**config.mk**
```make
export PLATFORM = sky130hd
export DESIGN_NAME = fetch_stage
export DESIGN_NICKNAME = d
export VERILOG_FILES = /design/src/rtl/fetch_stage_pkg.sv /design/src/rtl/fetch_stage_pc_reg.sv /design/src/rtl/fetch_stage.sv
export SDC_FILE = /design/constraint.sdc
export NUM_CORES = 1
export LEC_CHECK = 0
export CAP_MARGIN = 20
export CORE_MARGIN = 1
export CORE_UTILIZATION = 45
export DETAILED_ROUTE_END_ITERATION = 12
export DONT_BUFFER_PORTS = 1
export HOLD_SLACK_MARGIN = 0.1
export SLEW_MARGIN = 20
export SYNTH_ARGS = -nofsm -noshare
export SYNTH_HDL_FRONTEND = slang
export SYNTH_SLANG_ARGS = --single-unit
export TNS_END_PERCENT = 10
```
**constraint.sdc**
```tcl
create_clock -name clk -period 4.6 [get_ports clk]
set_clock_uncertainty 0.15 [all_clocks]
set_input_delay 0.69 -clock clk [delete_from_list [all_inputs] [get_ports clk]]
set_output_delay 0.69 -clock clk [all_outputs]
set_load 0.005 [all_outputs]
```
**src/rtl/fetch_stage_pkg.sv**
```systemverilog
// Shared types and constants for the instruction fetch stage.
// Holds the fetch FSM encoding and the canonical NOP (addi x0,x0,0).
package fetch_stage_pkg;

  typedef enum logic {
    RUN    = 1'b0,
    HALTED = 1'b1
  } fetch_state_e;

  localparam logic [31:0] NOP_INSTR = 32'h00000013;

  function automatic logic is_misaligned(input logic [1:0] lsb);
    return lsb != 2'b00;
  endfunction

endpackage

```
**src/rtl/fetch_stage_pc_reg.sv**
```systemverilog
// Program counter register: load wins over hold, otherwise advance by 4 (wraps mod 2^PC_W).
// Single-cycle update; a held PC is the only backpressure mechanism.
module pc_reg #(
  parameter int PC_W = 9
) (
  input  logic            clk,
  input  logic            reset,
  input  logic            load,
  input  logic            hold,
  input  logic [PC_W-1:0] load_pc,
  output logic [PC_W-1:0] pc
);

  logic [PC_W-1:0] pc_d;
  logic [PC_W-1:0] pc_q;

  always_comb begin
    pc_d = pc_q;
    if (load) begin
      pc_d = load_pc;
    end else if (!hold) begin
      pc_d = pc_q + PC_W'(4);
    end
  end

  always_ff @(posedge clk) begin
    if (reset) begin
      pc_q <= '0;
    end else begin
      pc_q <= pc_d;
    end
  end

  assign pc = pc_q;

endmodule

```
**src/rtl/fetch_stage.sv**
```systemverilog
// Fetch stage: PC sequencing, IF/ID register, RUN/HALTED FSM; redirect visible on PC next cycle.
// Stall holds PC and IF/ID; redirect overrides stall; optional counters under FETCH_PERF_CNT_EN.
module fetch_stage
  import fetch_stage_pkg::*;
#(
  parameter int PC_W = 9
) (
  input  logic            clk,
  input  logic            reset,
  input  logic            Stall,
  input  logic            PcSel,
  input  logic [31:0]     BrPC,
  input  logic            Halt_com,
  input  logic [31:0]     Instr_mem,
  output logic [PC_W-1:0] PC,
  output logic [PC_W-1:0] IfId_PC,
  output logic [31:0]     IfId_Instr,
  output logic            IfId_Valid,
  output logic            Halted,
  output logic            Misalign
`ifdef FETCH_PERF_CNT_EN
  ,
  output logic [31:0]     Cycle_Cnt,
  output logic [31:0]     Fetch_Cnt
`endif
);

  fetch_state_e    state_d, state_q;
  logic [PC_W-1:0] ifid_pc_d, ifid_pc_q;
  logic [31:0]     ifid_instr_d, ifid_instr_q;
  logic            ifid_valid_d, ifid_valid_q;
  logic            halted_d, halted_q;
  logic            misalign_d, misalign_q;

  logic            in_run;
  logic            redirect;
  logic            bad_target;
  logic            stop_req;
  logic            take_br;
  logic            advance;
  logic [PC_W-1:0] pc_cur;

  // Bits of BrPC above the PC width are intentionally dropped.
  logic            unused_br_hi;
  assign unused_br_hi = ^BrPC[31:PC_W];

  assign in_run     = (state_q == RUN);
  assign redirect   = in_run && PcSel;
  assign bad_target = is_misaligned(BrPC[1:0]);
  assign stop_req   = redirect && (Halt_com || bad_target);
  assign take_br    = redirect && !stop_req;
  assign advance    = in_run && !PcSel && !Stall;

  pc_reg #(.PC_W(PC_W)) u_pc_reg (
    .clk     (clk),
    .reset   (reset),
    .load    (take_br),
    .hold    (!take_br && !advance),
    .load_pc (BrPC[PC_W-1:0]),
    .pc      (pc_cur)
  );

  always_comb begin
    state_d      = state_q;
    ifid_pc_d    = ifid_pc_q;
    ifid_instr_d = ifid_instr_q;
    ifid_valid_d = ifid_valid_q;
    halted_d     = halted_q;
    misalign_d   = misalign_q;
    if (redirect) begin
      // Any redirect (taken, halt or bad target) squashes the slot being fetched.
      ifid_instr_d = NOP_INSTR;
      ifid_valid_d = 1'b0;
      if (stop_req) begin
        state_d  = HALTED;
        halted_d = 1'b1;
        if (!Halt_com) begin
          misalign_d = 1'b1;
        end
      end
    end else if (advance) begin
      ifid_pc_d    = pc_cur;
      ifid_instr_d = Instr_mem;
      ifid_valid_d = 1'b1;
    end
  end

  always_ff @(posedge clk) begin
    if (reset) begin
      state_q      <= RUN;
      ifid_pc_q    <= '0;
      ifid_instr_q <= NOP_INSTR;
      ifid_valid_q <= 1'b0;
      halted_q     <= 1'b0;
      misalign_q   <= 1'b0;
    end else begin
      state_q      <= state_d;
      ifid_pc_q    <= ifid_pc_d;
      ifid_instr_q <= ifid_instr_d;
      ifid_valid_q <= ifid_valid_d;
      halted_q     <= halted_d;
      misalign_q   <= misalign_d;
    end
  end

  assign PC         = pc_cur;
  assign IfId_PC    = ifid_pc_q;
  assign IfId_Instr = ifid_instr_q;
  assign IfId_Valid = ifid_valid_q;
  assign Halted     = halted_q;
  assign Misalign   = misalign_q;

`ifdef FETCH_PERF_CNT_EN
  logic [31:0] cycle_cnt_d, cycle_cnt_q;
  logic [31:0] fetch_cnt_d, fetch_cnt_q;

  always_comb begin
    cycle_cnt_d = cycle_cnt_q;
    fetch_cnt_d = fetch_cnt_q;
    if (in_run) begin
      cycle_cnt_d = cycle_cnt_q + 32'd1;
    end
    if (advance) begin
      fetch_cnt_d = fetch_cnt_q + 32'd1;
    end
  end

  always_ff @(posedge clk) begin
    if (reset) begin
      cycle_cnt_q <= '0;
      fetch_cnt_q <= '0;
    end else begin
      cycle_cnt_q <= cycle_cnt_d;
      fetch_cnt_q <= fetch_cnt_d;
    end
  end

  assign Cycle_Cnt = cycle_cnt_q;
  assign Fetch_Cnt = fetch_cnt_q;
`endif

endmodule

```
=== Word-level counts from Yosys, hierarchy flattened ===
Cells that the tools add are included.
W data, S select, Z words.

* Bits in registers: 53
* Input port bits: 69
* Output and inout port bits: 53
* Word-level logic and storage cells: 30

* Equal/unequal tests: 1
* Multiplexer cells: 2
* Reduce and logical (&&, ||, !) cells: 17
* Bitwise gates (word level): 3
* Add/subtract/negate cells: 1

{| class="wikitable"
|+ Operators by type and width
! kind !! number
|-
| $mux W9 || 2
|-
| $add A9 B3 Y9 const B || 1
|-
| $logic_and A1 B1 Y1 || 6
|-
| $logic_not A1 Y1 || 5
|-
| $reduce_and A2 Y1 || 2
|-
| $not A1 Y1 || 3
|-
| $reduce_and A3 Y1 || 1
|-
| $ne A2 B2 Y1 const B || 1
|-
| $reduce_bool A2 Y1 || 1
|-
| $reduce_or A2 Y1 || 1
|-
| $logic_or A1 B1 Y1 || 1
|}

=== Depth between registers and ports, before layout ===
Gate-level depths: netlist of run 1.

* Depth in word-level cells: 9
* Depth in mapped cells: 5
* Depth with buffers taken out: 4

=== Hierarchy ===
Synthesis of run 1 repeated with hierarchy kept, for this count alone.

* Cells, all modules: 246
* Area total of the unflattened synthesis: 2014.4 sq um

{| class="wikitable"
|+ By module, submodules not included
! module !! cells an instance !! times used !! area an instance (sq um) !! seq. area each (sq um)
|-
| fetch_stage || 198 || 1 || 1572.8 || 880.8
|-
| pc_reg || 48 || 1 || 441.7 || 180.2
|}

=== Least setup slack after synthesis of run 1 ===
No wires, ideal clock.

* Kind: input-to-reg
* Start point: input PcSel
* End point: register u_pc_reg.pc_q[7] (netlist: u_pc_reg.pc[7])
* Path buffers: 1
* Data required time: 4359 ps
* Setup time: 91 ps
* Stages: 4
* Data arrival time: 2053 ps
* Slack: 2306 ps
* Cells stage by stage: or4b_1 > buf_2 > or4_1 > a311oi_1

* Word-level cells in the longest chain between the ends: 7
* Elaborated cells on any way between the ends: 12
* Classes of those cells: eq/ne (1); mux (1); reduce/logical (10)

{| class="wikitable"
|+ RTL lines
! item !! RTL line !! text
|-
| start, declared || fetch_stage.sv:11 || <nowiki>input logic PcSel,</nowiki>
|-
| $logic_and A1 B1 Y1 || fetch_stage.sv:48 || <nowiki>assign redirect = in_run && PcSel;</nowiki>
|-
| $logic_and A1 B1 Y1 || fetch_stage.sv:50 || <nowiki>assign stop_req = redirect && (Halt_com || bad_target);</nowiki>
|-
| $logic_not A1 Y1 || fetch_stage.sv:51 || <nowiki>assign take_br = redirect && !stop_req;</nowiki>
|-
| $logic_and A1 B1 Y1 || fetch_stage.sv:51 ||
|-
| $logic_not A1 Y1 || fetch_stage.sv:58 || <nowiki>.hold (!take_br && !advance),</nowiki>
|-
| $logic_and A1 B1 Y1 || fetch_stage.sv:58 ||
|-
| $ne A2 B2 Y1 (no line) || n/a ||
|-
| end signal, assigned || fetch_stage_pc_reg.sv:30 || <nowiki>pc_q <= pc_d;</nowiki>
|-
| end, declared || fetch_stage_pc_reg.sv:15 || <nowiki>logic [PC_W-1:0] pc_q;</nowiki>
|}

Parallel ways exist; a longest one is shown, timed or not.
A chain may end at the register's enable or synchronous reset.

==> results of run 1 <==
## per-stage QoR
stage	cell area, µm²	cells	power (W)	hold slack [ns]
finish	2070	287	0.000811	0.292
global route	2070	287	0.000847	0.272
global placement	1970	279	0.000541	0.308
detailed placement	1970	279	0.000542	0.314
floorplan	1950	244	0.000532	0.303
CTS	2070	287	0.000822	0.278
## worst max-delay path: cells and delay by family, from the launching register on
kind / cells / cell delay [ns]
compound gates: 1 / 0.26
flops: 1 / 0.39
simple gates: 2 / 1.23
## cell usage in the layout (no fill, tap or decap), types with 2 or more instances in the layout
cell type / synthesis / routed
a21oi_1: 41 / 41
a311oi_1: 5 / 5
and3b_1: 2 / 2
buf_4: 0 / 2
clkbuf_8: 0 / 7
dfxtp_1: 53 / 53
inv_1: 2 / 2
nand2_1: 87 / 87
nand3_1: 4 / 4
nor2_1: 4 / 4
nor3_1: 7 / 6
o21ai_0: 4 / 4
or3_1: 5 / 5
## report_power, final
part           switching [W]  internal, W  leakage (nW)  total (W)
Sequential         0.0000126     0.000472         0.430   0.000484
Combinational      0.0000311    0.0000147         0.200  0.0000458
Clock               0.000144     0.000136        0.0542   0.000280
Total               0.000188     0.000623         0.684   0.000811
## layer usage
layer	wire (µm)	up-vias	GRT usage [%]
li1	-	795	-
met1	1960	686	24.2
met2	1930	64	29.3
met3	397	2	7.67
met4	20	0	6.25
met5	0	-	0
## worst paths after layout
check                startpoint              to  slack (ns)  cells past startpoint
setup reg to reg         Halted  u_pc_reg.pc[7]        2.50                      3
setup / recovery         Halted  u_pc_reg.pc[7]        2.50                      3
hold / removal            reset      IfId_PC[2]        0.29                      1
hold reg to reg   IfId_Instr[3]   IfId_Instr[3]        0.32                      2
## cell type report
class                           instances  area share [%]
Sequential cell                        53            51.2
Multi-Input combinational cell        172            39.8
Clock buffer                            7            4.65
Tap cell                               50            3.02
Timing Repair Buffer                    2           0.725
Inverter                                2           0.362
Clock inverter                          1           0.242
## logic make-up after synthesis
| logic type | Yosys count |
|---|---|
| buffers and inverters | 19 |
| and+or+nand+nor | 115 |
| adders and majority gates | 1 |
| xor gates and xnor gates | 1 |
| AOI/OAI and AO/OA | 55 |
| DFF | 53 |
==> flow_summary.ini, run 1 <==
[setup_path]
crit_path_end_kind = flop
arrival_ns = 2.17
crit_required_ns = 4.67
startpoint_type = flop
cp_max_fo = 9
cpPeakStageDelay_ns = 0.69
crit_type = flop to flop
crit_slowest_cell = or4b_1
worstPathCellList = or4b_1, or4_1, a311oi_1

[synthesis]
synth_compound_area_share_pct = 15.7
yosys.area_share.simple_pct = 25.2
ys_ff_latch = 53
syn-num-nets = 314
synthTopCellsByArea = dfxtp_1, nand2_1, a21oi_1
ys_top_cells_by_count = nand2_1, dfxtp_1, a21oi_1
muxShareOfSynthArea_pct = 0
synth_ff_type = dfxtp_1
syn_area_per_cell_um2 = 8.00
syn_inst = 244
synth_top_area_share_pct = 54.3
netlist_area_mm2 = 0.00195
yosys.area.top_type = dfxtp_1
yosysUniqueCellTypes = 26
synth_seq_area_share_pct = 54.3
yosys_warnings = 0
yosysMostFrequentCell = nand2_1
synthXorXnorAreaFrac_pct = 0.448
synthAdderAreaFrac_pct = 0.641
synthArstFlopShare_pct = 0
synth_top_family_by_area = simple AND/OR/NAND/NOR gates
synth-edff-count = 0

[cts]
clk_latency_ns = 0.30
cts_buffers = 5
clock_sinks = 53
cts_setup_buffers = 0
ctsLongestPathBuffers = 2
path_clk_slew_ns = 0.09
cts_root_buffer = clkbuf_8
h-tree-depth = 2
cts_resized = 0
hold_buffers = 0
tritoncts = yes

[timing]
rsz0062_at_grt = false
fmax_mhz = 476
relSlewSlack_pct = 36.0
hold_viol = 0
setup_tns_ns = 0
finalSetupViolCount = 0
fin_crit_sh_pct = 45.7
setup_ws_ns = 2.50
slew_viol_final = 0
tightest_slew_ns = 0.961
min_period_ns = 2.10

[place]
port_buffers = 0
dp_worst_setup_slack_ns = 2.23
place_hpwl_mm = 2.91
gp_congestion = 0.683

[drt]
post_drt_via_cell_ratio = 5.39
wl_per_cell_um = 15.0
wl_mm = 4.31
drtIter0Drc = 70
vias = 1547
ant_nets = 0
dr.pass1.iters = 4
drcViolationCount = 0

[pwr]
powerDensity_mw_per_mm2 = 391
irDropWorstVdd_mv = 0.216
p_leak_nw = 0.684

[grt]
grt_pass1_wl_mm = 6.40
grt_pass1_vias = 1308
overflow = 0
grt_max_degree = 35
antenna_found_initial = 0
grt_usage_pct = 19.1

[final_layout]
nFillCells = 416
area_growth_pct = 6.09
nets = 306
final_core_util_pct = 50.7
drive_above_1_share_pct = 5.49
area.sequential_mm2 = 0.00106
antenna_cells = 0
multi_input_area_um2 = 825
largest_reg_flops = 32

[floorplan]
num_rows = 23
start_util_pct = 47.8
die_x_um = 67.9
placeableCoreArea_mm2 = 0.00409
ios = 122
dieArea_mm2 = 0.00461
die_y_um = 67.9

[min_path]
holdCritPathClass = input port to flop

[run]
drv_cap = 0

[run_status]
status = finished clean
No activity file was read; power rests on OpenSTA's default activity.
==> run 2, diff against run 1 <==
Clock period 4.6 ns to 1.8 ns, I/O delays scaled along.
==> run 2 against run 1 <==
- design area grew 24%
- largest power group unchanged
- largest cell class unchanged
- critical path type unchanged
- fmax is 21% higher
- highest routed layer unchanged
- sequential share of layout area fell by 9.9 points
- sequential power grew to 2.5 times the previous value
- count of clock-buffer cells in the layout fell by 1
- global-route usage is 2.9 points higher
- via count is 15% higher
- non-clock buffer count is 49 higher
- first-iteration DRC count decreased by 21%
==> flow_summary.ini, run 2 (same netlist as run 1, synthesis figures left out) <==
[cts]
cts_setup_buffers = 0
path_clk_slew_ns = 0.09
h-tree-depth = 2
clk_latency_ns = 0.30
ctsLongestPathBuffers = 2
tritoncts = yes
cts_buffers = 5
cts_root_buffer = clkbuf_8
clock_sinks = 53

[pwr]
p_leak_nw = 0.899
powerDensity_mw_per_mm2 = 816
finalPower_w = 0.00209
irDropWorstVdd_mv = 0.402

[setup_path]
crit_required_ns = 1.87
r2r_slack_ns = 0.07
crit_start = Halted
endpoint = u_pc_reg.pc[7]
rr_startpoint = Halted
startpoint_type = flop
r2r_cells = 3
arrival_ns = 1.80
crit_type = flop to flop
rr_endpoint = u_pc_reg.pc[7]
cp_max_fo = 5
crit_path_end_kind = flop

[floorplan]
dieArea_mm2 = 0.00461
die_x_um = 67.9
ios = 122
start_util_pct = 47.8
num_rows = 23
placeableCoreArea_mm2 = 0.00409
die_y_um = 67.9

[timing]
hold_viol = 0
finalSetupViolCount = 0
tightest_slew_ns = 0.784
fmax_mhz = 578
min_period_ns = 1.73
relSlewSlack_pct = 47.6
slew_viol_final = 0
whs_ns = 0.113
fin_crit_sh_pct = 96.2

[final_layout]
area_growth_pct = 31.5
largest_reg_flops = 32
stdcell_count = 337
final_cell_mix = nand2_1, dfxtp_1, a21oi_1, dlygate4sd3_1, buf_4
drive_above_1_share_pct = 7.67
antenna_cells = 0
nets = 356
final_core_util_pct = 62.9
layout_commonest_cell = nand2_1

[grt]
antenna_found_initial = 0
grt_pass1_vias = 1636
grt_max_degree = 27
overflow = 0
grt_pass1_wl_mm = 7.47
grt_usage_pct = 22.0

[min_path]
holdCritPathClass = input port to flop
hold_path_depth = 2

[drt]
ant_nets = 0
vias = 1781
dr.pass1.iters = 4
wl_per_cell_um = 14.8
wl_mm = 4.99
drcViolationCount = 0
drtIter0Drc = 55
post_drt_via_cell_ratio = 5.28

[place]
port_buffers = 0
gp_congestion = 0.780
place_hpwl_mm = 3.07
place_inst = 286

[run_status]
status = finished clean

[run]
drv_cap = 0
## run 2: worst min-delay path by stage
stage                  from             end  slack [ns]
2_1_floorplan  Instr_mem[0]   IfId_Instr[0]        0.24
3_3_place_gp          reset          Halted        0.19
3_5_place_dp          reset          Halted        0.19
4_1_cts             BrPC[7]  u_pc_reg.pc[7]        0.10
5_1_grt             BrPC[8]  u_pc_reg.pc[8]        0.11
6_report            BrPC[7]  u_pc_reg.pc[7]        0.11
## run 2: what timing repair did
item                                    in CTS  in global routing
endpoints found under the setup margin       4                  1
pin swaps                                    0                  1
gates cloned                                 0                  1
gates resized for setup                      1                  1
hold endpoints to repair                    52                  0
hold buffers                                42                  0
## run 2: critical path: stages (launching register included)
cell and delay [ns]:
dfxtp_2 0.34, or4b_4 0.54, or4_1 0.41, a311oi_1 0.21
## run 2: final cells by class
class                           count  area, µm²
Clock inverter                      2       10.0
Sequential cell                    53       1060
Inverter                            2       7.51
Tap cell                           50       62.6
Fill cell                         356       1520
Multi-Input combinational cell    173        838
Timing Repair Buffer               51        515
Clock buffer                        6       72.6
## run 2: where the power goes
group,internal [W],switching (W)
combinational,0.000114,0.000110
sequential,0.00121,0.0000291
clock,0.000270,0.000366
## run 2: routing by layer
metal	wire length (µm)	GRT usage (%)	vias to the layer above
met2	2300	35.3	69
met4	88	8.33	0
li1	-	-	904
met1	2150	26.4	798
met5	0	0	-
met3	454	8.67	10
## run 2: per-stage QoR
stage	setup TNS, ns	area, µm²	worst slack [ns]
2_1_floorplan	0	1960	0.0427
6_report	0	2570	0.0685
3_3_place_gp	-0.0769	2050	-0.0328
4_1_cts	0	2560	0.0199
3_5_place_dp	-0.0830	2050	-0.0287
5_1_grt	-0.00341	2570	-0.00255
